### src/rtl/fwd_pkg.sv
// ---------------------------------------------------------------------------
// fwd_pkg
// Shared types and constants for the operand forwarding unit.
//   fwd_sel_e   : per-lane operand source (register file, MEM/WB, EX/MEM)
//   fsm_state_e : load-use stall controller states
//   FWD_SEL_W   : width of one lane's select field
// ---------------------------------------------------------------------------
package fwd_pkg;

  localparam int FWD_SEL_W = 2;

  // 2'b11 is deliberately left unused and is never driven.
  typedef enum logic [FWD_SEL_W-1:0] {
    FWD_RF  = 2'b00,
    FWD_WB  = 2'b01,
    FWD_MEM = 2'b10
  } fwd_sel_e;

  typedef enum logic {
    RUN   = 1'b0,
    STALL = 1'b1
  } fsm_state_e;

endpackage

### src/rtl/fwd_lane.sv
// ---------------------------------------------------------------------------
// fwd_lane
// One source-operand lane: compares the lane's EX-stage source address with
// the EX/MEM and MEM/WB destinations and muxes the freshest value.
// Purely combinational.
//   rs                 : EX-stage source address of this lane
//   rf_data            : register-file operand for this lane
//   ex_mem_*           : EX/MEM writeback candidate (highest priority)
//   mem_wb_*           : MEM/WB writeback candidate
//   sel                : chosen source (fwd_sel_e encoding)
//   data               : forwarded operand
// ---------------------------------------------------------------------------
module fwd_lane
  import fwd_pkg::*;
#(
  parameter int XLEN   = 32,
  parameter int REG_AW = 5
) (
  input  logic [REG_AW-1:0]    rs,
  input  logic [XLEN-1:0]      rf_data,
  input  logic [REG_AW-1:0]    ex_mem_rd,
  input  logic                 ex_mem_reg_write,
  input  logic [XLEN-1:0]      ex_mem_result,
  input  logic [REG_AW-1:0]    mem_wb_rd,
  input  logic                 mem_wb_reg_write,
  input  logic [XLEN-1:0]      mem_wb_wdata,
  output logic [FWD_SEL_W-1:0] sel,
  output logic [XLEN-1:0]      data
);

  logic     ex_hit;
  logic     wb_hit;
  fwd_sel_e sel_e;

  // Register 0 is hardwired to zero, so a write to it is never forwarded.
  // That also makes rs==0 always resolve to the register file.
  assign ex_hit = ex_mem_reg_write && (ex_mem_rd != '0) && (ex_mem_rd == rs);
  assign wb_hit = mem_wb_reg_write && (mem_wb_rd != '0) && (mem_wb_rd == rs);

  always_comb begin
    // NOTE: every always_comb output gets a default first so that no path
    // leaves it unassigned, which would otherwise infer a latch.
    sel_e = FWD_RF;
    data  = rf_data;
    if (ex_hit) begin
      sel_e = FWD_MEM;
      data  = ex_mem_result;
    end else if (wb_hit) begin
      sel_e = FWD_WB;
      data  = mem_wb_wdata;
    end
  end

  assign sel = sel_e;

endmodule

### src/rtl/operand_forward_unit.sv
// ---------------------------------------------------------------------------
// operand_forward_unit
// Operand forwarding and load-use hazard control for an in-order pipeline.
//
// Forwarding (combinational, zero latency): each of NUM_SRC lanes picks its
// EX-stage operand from EX/MEM, MEM/WB or the register file.
// Hazard control: a load in EX whose destination is read by the decode-stage
// instruction stalls PC and IF/ID and bubbles ID/EX for exactly LOAD_LAT
// cycles. flush_in overrides any stall.
//
// Ports
//   clk, rst_n          : rising-edge clock, async active-low reset
//   if_id_rs[_used]     : decode-stage source addresses / lane valid
//   id_ex_rs[_data]     : EX-stage source addresses / register-file operands
//   id_ex_rd, id_ex_mem_read : EX-stage destination / is-load
//   ex_mem_*, mem_wb_*  : writeback candidates for forwarding
//   flush_in            : pipeline flush (branch redirect)
//   fwd_sel             : per-lane select, 2 bits per lane
//   alu_src_data        : forwarded operands, XLEN per lane
//   pc_write_en, if_id_write_en, id_ex_flush : stall controls
//   stall_active        : controller is in STALL
//   fwd_event_cnt, stall_cycle_cnt : saturating statistics counters,
//                         present only when OPERAND_FWD_STATS_EN is defined
// ---------------------------------------------------------------------------
module operand_forward_unit
  import fwd_pkg::*;
#(
  parameter int XLEN     = 32,
  parameter int NUM_SRC  = 2,
  parameter int REG_AW   = 5,
  parameter int LOAD_LAT = 1
) (
  input  logic                         clk,
  input  logic                         rst_n,
  input  logic [NUM_SRC*REG_AW-1:0]    if_id_rs,
  input  logic [NUM_SRC-1:0]           if_id_rs_used,
  input  logic [NUM_SRC*REG_AW-1:0]    id_ex_rs,
  input  logic [NUM_SRC*XLEN-1:0]      id_ex_rs_data,
  input  logic [REG_AW-1:0]            id_ex_rd,
  input  logic                         id_ex_mem_read,
  input  logic [REG_AW-1:0]            ex_mem_rd,
  input  logic                         ex_mem_reg_write,
  input  logic [XLEN-1:0]              ex_mem_result,
  input  logic [REG_AW-1:0]            mem_wb_rd,
  input  logic                         mem_wb_reg_write,
  input  logic [XLEN-1:0]              mem_wb_wdata,
  input  logic                         flush_in,
  output logic [NUM_SRC*FWD_SEL_W-1:0] fwd_sel,
  output logic [NUM_SRC*XLEN-1:0]      alu_src_data,
  output logic                         pc_write_en,
  output logic                         if_id_write_en,
  output logic                         id_ex_flush,
`ifdef OPERAND_FWD_STATS_EN
  output logic [31:0]                  fwd_event_cnt,
  output logic [31:0]                  stall_cycle_cnt,
`endif
  output logic                         stall_active
);

  localparam int CNT_W = $clog2(LOAD_LAT + 1);

  // -------------------------------------------------------------------------
  // Forwarding lanes
  // -------------------------------------------------------------------------
  for (genvar i = 0; i < NUM_SRC; i++) begin : g_lane
    fwd_lane #(
      .XLEN   (XLEN),
      .REG_AW (REG_AW)
    ) u_lane (
      .rs               (id_ex_rs[i*REG_AW +: REG_AW]),
      .rf_data          (id_ex_rs_data[i*XLEN +: XLEN]),
      .ex_mem_rd        (ex_mem_rd),
      .ex_mem_reg_write (ex_mem_reg_write),
      .ex_mem_result    (ex_mem_result),
      .mem_wb_rd        (mem_wb_rd),
      .mem_wb_reg_write (mem_wb_reg_write),
      .mem_wb_wdata     (mem_wb_wdata),
      .sel              (fwd_sel[i*FWD_SEL_W +: FWD_SEL_W]),
      .data             (alu_src_data[i*XLEN +: XLEN])
    );
  end

  // -------------------------------------------------------------------------
  // Load-use hazard detection on the decode-stage sources
  // -------------------------------------------------------------------------
  logic hazard;

  always_comb begin
    hazard = 1'b0;
    if (id_ex_mem_read && (id_ex_rd != '0)) begin
      for (int i = 0; i < NUM_SRC; i++) begin
        if (if_id_rs_used[i] && (if_id_rs[i*REG_AW +: REG_AW] == id_ex_rd))
          hazard = 1'b1;
      end
    end
  end

  // -------------------------------------------------------------------------
  // Stall controller. The hazard cycle itself is the first stall cycle and is
  // spent in RUN; STALL covers the remaining LOAD_LAT-1 cycles, so a
  // LOAD_LAT of 1 never leaves RUN. The bubble pushed into ID/EX carries
  // id_ex_mem_read=0, so the same load cannot re-trigger on return to RUN.
  // -------------------------------------------------------------------------
  fsm_state_e       state;
  logic [CNT_W-1:0] stall_cnt;

  always_ff @(posedge clk or negedge rst_n) begin
    // NOTE: state registers use non-blocking assignments so every flop
    // samples pre-edge values regardless of statement order.
    if (!rst_n) begin
      state     <= RUN;
      stall_cnt <= '0;
    end else if (flush_in) begin
      state     <= RUN;
      stall_cnt <= '0;
    end else begin
      case (state)
        RUN: begin
          if (hazard && (LOAD_LAT > 1)) begin
            state     <= STALL;
            stall_cnt <= CNT_W'(LOAD_LAT - 1);
          end
        end
        STALL: begin
          stall_cnt <= stall_cnt - 1'b1;
          if (stall_cnt == CNT_W'(1))
            state <= RUN;
        end
        default: begin
          state     <= RUN;
          stall_cnt <= '0;
        end
      endcase
    end
  end

  // Stall controls must react in the hazard cycle itself, so they are decoded
  // from the registered state plus the live hazard rather than registered.
  logic stall_now;

  assign stall_now      = !flush_in && ((state == STALL) || hazard);
  assign pc_write_en    = !stall_now;
  assign if_id_write_en = !stall_now;
  assign id_ex_flush    = stall_now;
  assign stall_active   = (state == STALL);

`ifdef OPERAND_FWD_STATS_EN
  // -------------------------------------------------------------------------
  // Saturating statistics counters
  // -------------------------------------------------------------------------
  logic any_fwd;

  always_comb begin
    any_fwd = 1'b0;
    for (int i = 0; i < NUM_SRC; i++) begin
      if (fwd_sel[i*FWD_SEL_W +: FWD_SEL_W] != FWD_RF)
        any_fwd = 1'b1;
    end
  end

  always_ff @(posedge clk or negedge rst_n) begin
    if (!rst_n) begin
      fwd_event_cnt   <= '0;
      stall_cycle_cnt <= '0;
    end else begin
      if (any_fwd && !(&fwd_event_cnt))
        fwd_event_cnt <= fwd_event_cnt + 32'd1;
      if (!pc_write_en && !(&stall_cycle_cnt))
        stall_cycle_cnt <= stall_cycle_cnt + 32'd1;
    end
  end
`endif

endmodule

### config.mk
export PLATFORM = sky130hd
export DESIGN_NAME = operand_forward_unit
export DESIGN_NICKNAME = d
export VERILOG_FILES = /design/src/rtl/fwd_pkg.sv /design/src/rtl/fwd_lane.sv /design/src/rtl/operand_forward_unit.sv
export SDC_FILE = /design/constraint.sdc
export NUM_CORES = 1
export LEC_CHECK = 0
export CAP_MARGIN = 25
export CORE_MARGIN = 10
export CORE_UTILIZATION = 31
export DETAILED_ROUTE_END_ITERATION = 10
export GPL_TIMING_DRIVEN = 0
export PLACE_DENSITY = 0.84
export REMOVE_ABC_BUFFERS = 1
export SYNTH_ARGS = -nofsm -noshare
export SYNTH_HDL_FRONTEND = slang
export SYNTH_SLANG_ARGS = --single-unit
### constraint.sdc
create_clock -name clk -period 3.13 [get_ports clk]
set_input_delay 0.7825 -clock clk [delete_from_list [all_inputs] [get_ports clk]]
set_output_delay 0.7825 -clock clk [all_outputs]
set_load 0.01 [all_outputs]
==> results of run 1 <==
[kinds of logic after synthesis]
group,Yosys count,synth area share
AOI/OAI and AO/OA,136,0.386
xor gates and xnor gates,31,0.111
buffers and inverters,67,0.121
DFF,2,0.0205
and+or+nand+nor,153,0.361
[stage by stage]
step | TNS [ns] | worst slack [ns] | hold WS, ns | std cells | instance area, sq um
after detailed placement | -111.24 | -2.04 | 0.471 | 684 | 5060
after floorplan | -116.83 | -1.77 | 0.426 | 324 | 2150
after global placement | -273.58 | -4.29 | 0.437 | 668 | 4700
after CTS | -6.89 | -0.195 | 0.470 | 782 | 6710
[what timing repair did]
item / in CTS
gates cloned: 30
resized for setup: 515
setup buffers: 69
pin swaps: 70
endpoints found under the setup margin: 71
[Yosys cell counts, types with 2 or more instances]
cell / number / area (sq um)
buf_2: 14 / 70.1
nor2_1: 4 / 15.0
buf_1: 4 / 15.0
buf_4: 7 / 52.6
or2_1: 2 / 12.5
inv_2: 2 / 7.51
nor3_1: 66 / 330
nand2_1: 2 / 7.51
nor4_2: 2 / 25.0
clkbuf_1: 40 / 150
o31ai_1: 64 / 480
dfrtp_1: 2 / 50.1
nand4_1: 68 / 425
or2_2: 2 / 12.5
o211ai_2: 2 / 25.0
xnor2_1: 21 / 184
or3_1: 2 / 12.5
or4_1: 2 / 15.0
xor2_1: 10 / 87.6
a31oi_1: 64 / 400
[metal layers]
metal / GRT usage / GRT overflow
met1: 0.679 / 2
met2: 0.885 / 91
met3: 0.615 / 2
met4: 0.868 / 80
met5: 0.0462 / 0
==> results.toml, run 1 <==
[synth]
post_synth_num_cell_types = 29
synth_seq_area_share = 0.0205
ys_ff_latch = 2
async_flop_share = 1.00
ys.flop_type = "dfrtp_1"
syn_area_sq_um = 2440
netlist_instances = 389
syn_area_per_cell_sq_um = 6.27
synth_edf_count = 0
ys_warn_count = 0

[sta]
worstEndpointType = "primary output"
worstEndpointGrtRepair = "alu_src_data[21]"

[floorplan]
rows = 32
die_h_um = 109
die_w_um = 109
io_pins = 243
start_util = 0.317

[cts]
clockBufferDepth = 2
htreeDepth = 1
cts_made_buffers = 3
ctsHoldBuffers = 0
clock-sinks = 2
cts_root_buf = "clkbuf_8"

[global_route]
grtUsageTotal = 0.730
grt_max_degree = 22
globalRouteOverflowTotal = 175

[outcome]
status = "aborted with a tool error"
lastStage = "global routing (5_1_grt)"
error_line = "[ERROR GRT-0232] Routing congestion too high. Check the congestion heatmap in the GUI."

[placement]
hpwl_um = 12800
port_buffers = 242
place_congestion = 0.847
==> run 2: changes to the inputs <==
- CORE_UTILIZATION: 31 -> 20
- PLACE_DENSITY: 0.84 -> default
- PLACE_DENSITY_LB_ADDON: default -> 0.15
==> run 2 against run 1 <==
Net effect:
- the flow now finishes, with violations (setup timing)
- synthesized cell count stayed put
- synthesized area unchanged
==> results.toml, run 2 <==
[drt]
drtAntennaViolNets = 0
vias_per_cell = 6.35
dr.pass1.iters = 5
drc = 0
wl_um = 24400
drt_iter0_markers = 384
vias = 5227
route.detailed.wl_per_inst_um = 29.7

[critical_path]
crit_buf_inv = 6
arrival_ns = 2.59
worstPathCellList = "buf_8 > or4_4 > o211ai_4 > clkbuf_16 > buf_6 > buf_8 > clkbuf_16 > nor3_1 > a31oi_4 > buf_6"
max_stage_delay_ns = 0.57
critical_path.top_delay_family = "buffers and inverters"
r2r-end = "stall_cnt$_DFFE_PN0P_"
worstRegToRegCells = 2
cp.depth = 10
reg2reg_from = "stall_active$_DFF_PN0_"
endpoint_kind = "output pin"
worst_ep_required_time_ns = 2.35
crit_path_start_kind = "input port"
crit_type = "in2out"
crit_end = "alu_src_data[40]"
slowest_stage = "or4_4"
cp_max_fo = 8
rrSetupSlack_ns = 2.39
crit_start = "ex_mem_rd[0]"

[worst_hold_path]
hp-start = "stall_cnt$_DFFE_PN0P_"
hold_class = "reg2reg"

[power_and_ir_drop]
p_comb_frac = 0.851
internal-power_w = 0.000824
p_per_area_nw_per_um2 = 197
peakVddDrop_mv = 0.357
power_switching_w = 0.000656
power_switching_share = 0.443
clkPwrFrac = 0.131
power.share.sequential = 0.018
leakage_nw = 2.63

[outcome]
violations = "setup timing"
status = "finished, violations left"

[finish]
n_fill_cell = 960
drive_gt1_frac = 0.481
num_antenna_cells = 0
layout.nets = 849
layout_commonest_cell = "clkdlybuf4s50_1"
fin_area_sq_um = 7530
multi_input_area_sq_um = 3340
area_growth_pct = 209
final_util = 0.629
final_cell_mix = "clkdlybuf4s50_1, nand4_1, buf_2, buf_6, buf_12"
regArea_sq_um = 50.0

[global_route]
grt_antenna_before_repair = 0
grt_pass1_vias = 5318
globalRouteOverflowTotal = 0
grtUsageTotal = 0.256
grt_max_degree = 34
grt_pass1_wl_um = 33400

[synth]
synth_area_leader_cell = "o31ai_1"
synthTopCellsByArea = "o31ai_1, nand4_1, a31oi_1"
synth_most_common_cell = "nand4_1"
async_flop_share = 1.00
synth_edf_count = 0
synth_common_cells = "nand4_1, nor3_1, a31oi_1, o31ai_1, clkbuf_1"
syn_area_sq_um = 2440
ys.flop_type = "dfrtp_1"
syn_area_per_cell_sq_um = 6.27
netlist_instances = 389
synth_seq_area_share = 0.0205
ys_warn_count = 0
ys_ff_latch = 2
post_synth_num_cell_types = 29
synth_top_area_frac = 0.197

[sta]
slew_headroom = 0.585
period_needed_ns = 3.37
period_share = 1.08
worst_slew_pin_slew_ns = 0.621
setup_viol = 67
maxSlewViolCount = 0
skew_ns = 0.000564
final_hold_viol_count = 0
worst_slack_ns = -0.245
grt_setup_unrepaired = "true"
fmax_mhz = 296

[floorplan]
dieArea_sq_um = 17000
io_pins = 243
die_h_um = 130
start_util = 0.204
die_w_um = 130
rows = 40
core_sq_um = 12000

[placement]
placed_area_sq_um = 5120
place_congestion = 0.801
port_buffers = 242
hpwl_um = 13300

[cts]
clockBufferDepth = 2
clock-sinks = 2
cts_root_buf = "clkbuf_16"
cts_tree = "yes"
insertion_delay_ns = 0.22
htreeDepth = 1
cts_made_buffers = 3
clk_pin_slew_ns = 0.03

[job]
drv_cap = 0
run 2: area by class of cell:
type,count,share of cell area
Clock buffer,3,0.00997
Inverter,2,0.00299
Multi-Input combinational cell,326,0.444
Sequential cell,2,0.00665
Tap cell,147,0.0244
Timing Repair Buffer,343,0.512
run 2: cell families (layout without fill, tap and decap cells):
family	Yosys count	in the layout	synth area share
buf+inv	67	348	0.121
xor+xnor	31	31	0.111
simple gates	153	157	0.361
compound gates	136	138	0.386
flops	2	2	0.0205
run 2: worst min path at each step:
stage               cells past startpoint                     end
floorplan                               1  stall_active$_DFF_PN0_
global placement                        1  stall_active$_DFF_PN0_
detailed placement                      1  stall_active$_DFF_PN0_
CTS                                     1  stall_active$_DFF_PN0_
global route                            1  stall_active$_DFF_PN0_
finish                                  1  stall_active$_DFF_PN0_
run 2: routing by layer:
layer	track usage	part of all wire
met2	0.427	0.49
met3	0.0612	0.099
met4	0.111	0.043
met5	0	0
met1	0.307	0.37
run 2: what timing repair did:
action,in CTS,in global routing
pin swaps,53,53
endpoints found under the setup margin,71,69
hold buffers,0,0
buffers inserted,56,26
gates resized for setup,502,166
cloned,23,2
hold endpoints to repair,0,0
run 2: through the flow:
stage	instances	setup WS (ns)	TNS [ns]	total power [W]	hold WS, ns
6_report	823	-0.245	-10.38	0.00148	0.479
5_1_grt	823	-0.262	-12.69	0.00153	0.497
4_1_cts	808	-0.235	-9.64	0.00130	0.483
3_5_place_dp	728	-2.12	-121.72	0.000841	0.466
3_3_place_gp	713	-4.57	-298.34	0.000770	0.438
2_1_floorplan	324	-1.77	-116.83	0.000289	0.426
run 2: power groups by stage:
stage	registers, W	clock network [W]	logic, W
6_report	0.0000261	0.000194	0.00126
3_5_place_dp	0.0000263	0	0.000815
3_3_place_gp	0.0000263	0	0.000743
2_1_floorplan	0.0000263	0	0.000263
4_1_cts	0.0000261	0.000196	0.00108
5_1_grt	0.0000260	0.000199	0.00130
(Power assumes the default switching activity.)
==> run 3: changes to the inputs <==
- CTS_CLUSTER_DIAMETER: default -> 150
- DONT_BUFFER_PORTS: default -> 1
- MAX_ROUTING_LAYER: default -> met4
==> run 3 against run 2 <==
Net effect:
- fmax grew 7.9%
- combinational power shrank 57%
- the flow now finishes without violations
- largest cell class is now multi-input gates
- clock skew grew 0.0050 ns
==> results.toml, run 3 (synthesis results as in run 2) <==
[outcome]
status = "finished, final reports clean"

[critical_path]
arrival_ns = 2.35
crit_type = "in2out"
cp_max_fo = 20
crit_path_start_kind = "input port"
endpoint_kind = "output pin"
worst_ep_required_time_ns = 2.35

[sta]
grt_setup_unrepaired = "true"
fmax_mhz = 320
period_share = 1.00
setup_viol = 0
worst_slew_pin_slew_ns = 0.946
maxSlewViolCount = 0
period_needed_ns = 3.13
slew_headroom = 0.368
worst_slack_ns = 0.00116
skew_ns = 0.00552
final_hold_viol_count = 0

[floorplan]
die_w_um = 130
core_sq_um = 12000
rows = 40
start_util = 0.204
die_h_um = 130
dieArea_sq_um = 17000
io_pins = 243

[drt]
wl_um = 16200
vias = 3606
drtAntennaViolNets = 0
drc = 0
route.detailed.wl_per_inst_um = 32.1
vias_per_cell = 7.15
dr.pass1.iters = 7
drt_iter0_markers = 274

[job]
drv_cap = 0

[global_route]
grt_max_degree = 35
grtUsageTotal = 0.176
grt_pass1_wl_um = 22900
grt_pass1_vias = 3723
grtUsageMet2 = 0.297
grt_busiest_layer = "met2"
globalRouteOverflowTotal = 0
use_met1 = 0.197
grt_use_met3 = 0.0483
grt_antenna_before_repair = 0

[power_and_ir_drop]
peakVddDrop_mv = 0.350
leakage_nw = 0.780
p_per_area_nw_per_um2 = 225

[placement]
hpwl_um = 11700
port_buffers = 0
place_congestion = 0.729
placed_area_sq_um = 2720
pre_cts_ws_ns = -0.991

[cts]
clk_pin_slew_ns = 0.03
clockBufferDepth = 2
cts_root_buf = "clkbuf_16"
cts_tree = "yes"
insertion_delay_ns = 0.23
clock-sinks = 2
htreeDepth = 1
cts_made_buffers = 3

[finish]
regArea_sq_um = 50.0
area_growth_pct = 38.8
layout.nets = 530
drive_gt1_frac = 0.300
num_antenna_cells = 0
final_cell_mix = "nand4_1, o31ai_1, nor3_1"
n_fill_cell = 1308
multi_input_area_sq_um = 2560
fin_area_sq_um = 3390
layout_commonest_cell = "nand4_1"

[worst_hold_path]
hold_class = "in2async"
-- run 3: worst paths after layout --
path,startpoint,end,slack (ns),cells past startpoint
setup / recovery,ex_mem_rd[2],alu_src_data[43],0.001,6
setup reg to reg,stall_active$_DFF_PN0_,stall_cnt$_DFFE_PN0P_,2.35,2
hold reg to reg,stall_cnt$_DFFE_PN0P_,stall_active$_DFF_PN0_,0.48,1
hold / removal,rst_n,stall_cnt$_DFFE_PN0P_,0.25,0
max in group asynchronous,rst_n,stall_active$_DFF_PN0_,2.81,0
min in group clk,stall_cnt$_DFFE_PN0P_,stall_active$_DFF_PN0_,0.48,1
-- run 3: repair_timing --
action	in CTS	in global routing
gates resized for setup	48	31
buffers inserted	12	0
gates cloned	2	0
pin swaps	12	4
endpoints found under the setup margin	68	65
hold buffers	0	0
-- run 3: report_power, final --
| part | total, W | internal [W] | leakage, nW | switching [W] |
|---|---|---|---|---|
| clock | 0.000200 | 0.000163 | 0.0370 | 0.0000369 |
| combinational | 0.000537 | 0.000185 | 0.715 | 0.000352 |
| sequential | 0.0000261 | 0.0000261 | 0.0280 | 0.0000000000000000000262 |
| total | 0.000763 | 0.000375 | 0.780 | 0.000389 |
-- run 3: worst max-delay path: stages --
cell      delay (ns)
or4_4           0.56
o211ai_4        0.24
buf_16          0.19
or2_4           0.19
buf_16          0.18
a31oi_1         0.17
-- run 3: stage by stage --
stage          total power, W   util  hold WS (ns)  instances  setup TNS, ns
4_1_cts              0.000732  0.268         0.249        504        -0.0133
3_5_place_dp         0.000477  0.228         0.453        487         -47.07
6_report             0.000763  0.283         0.250        504              0
3_3_place_gp         0.000410  0.195         0.439        471        -218.32
2_1_floorplan        0.000289      -         0.426        324        -116.83
5_1_grt              0.000797  0.283         0.245        504         -0.241
-- run 3: metal layers --
layer,vias to the layer above,wire length [um]
li1,1541,-
met2,291,8120
met4,0,403
met3,38,1950
met1,1736,5700
met5,-,0
-- run 3: cell type report --
| class | count | share of cell area |
|---|---|---|
| flip-flops and latches | 2 | 0.0148 |
| well taps | 147 | 0.0543 |
| inverters | 2 | 0.00443 |
| multi-input cells | 321 | 0.757 |
| clock buffers | 3 | 0.0222 |
| repair buffers | 29 | 0.147 |
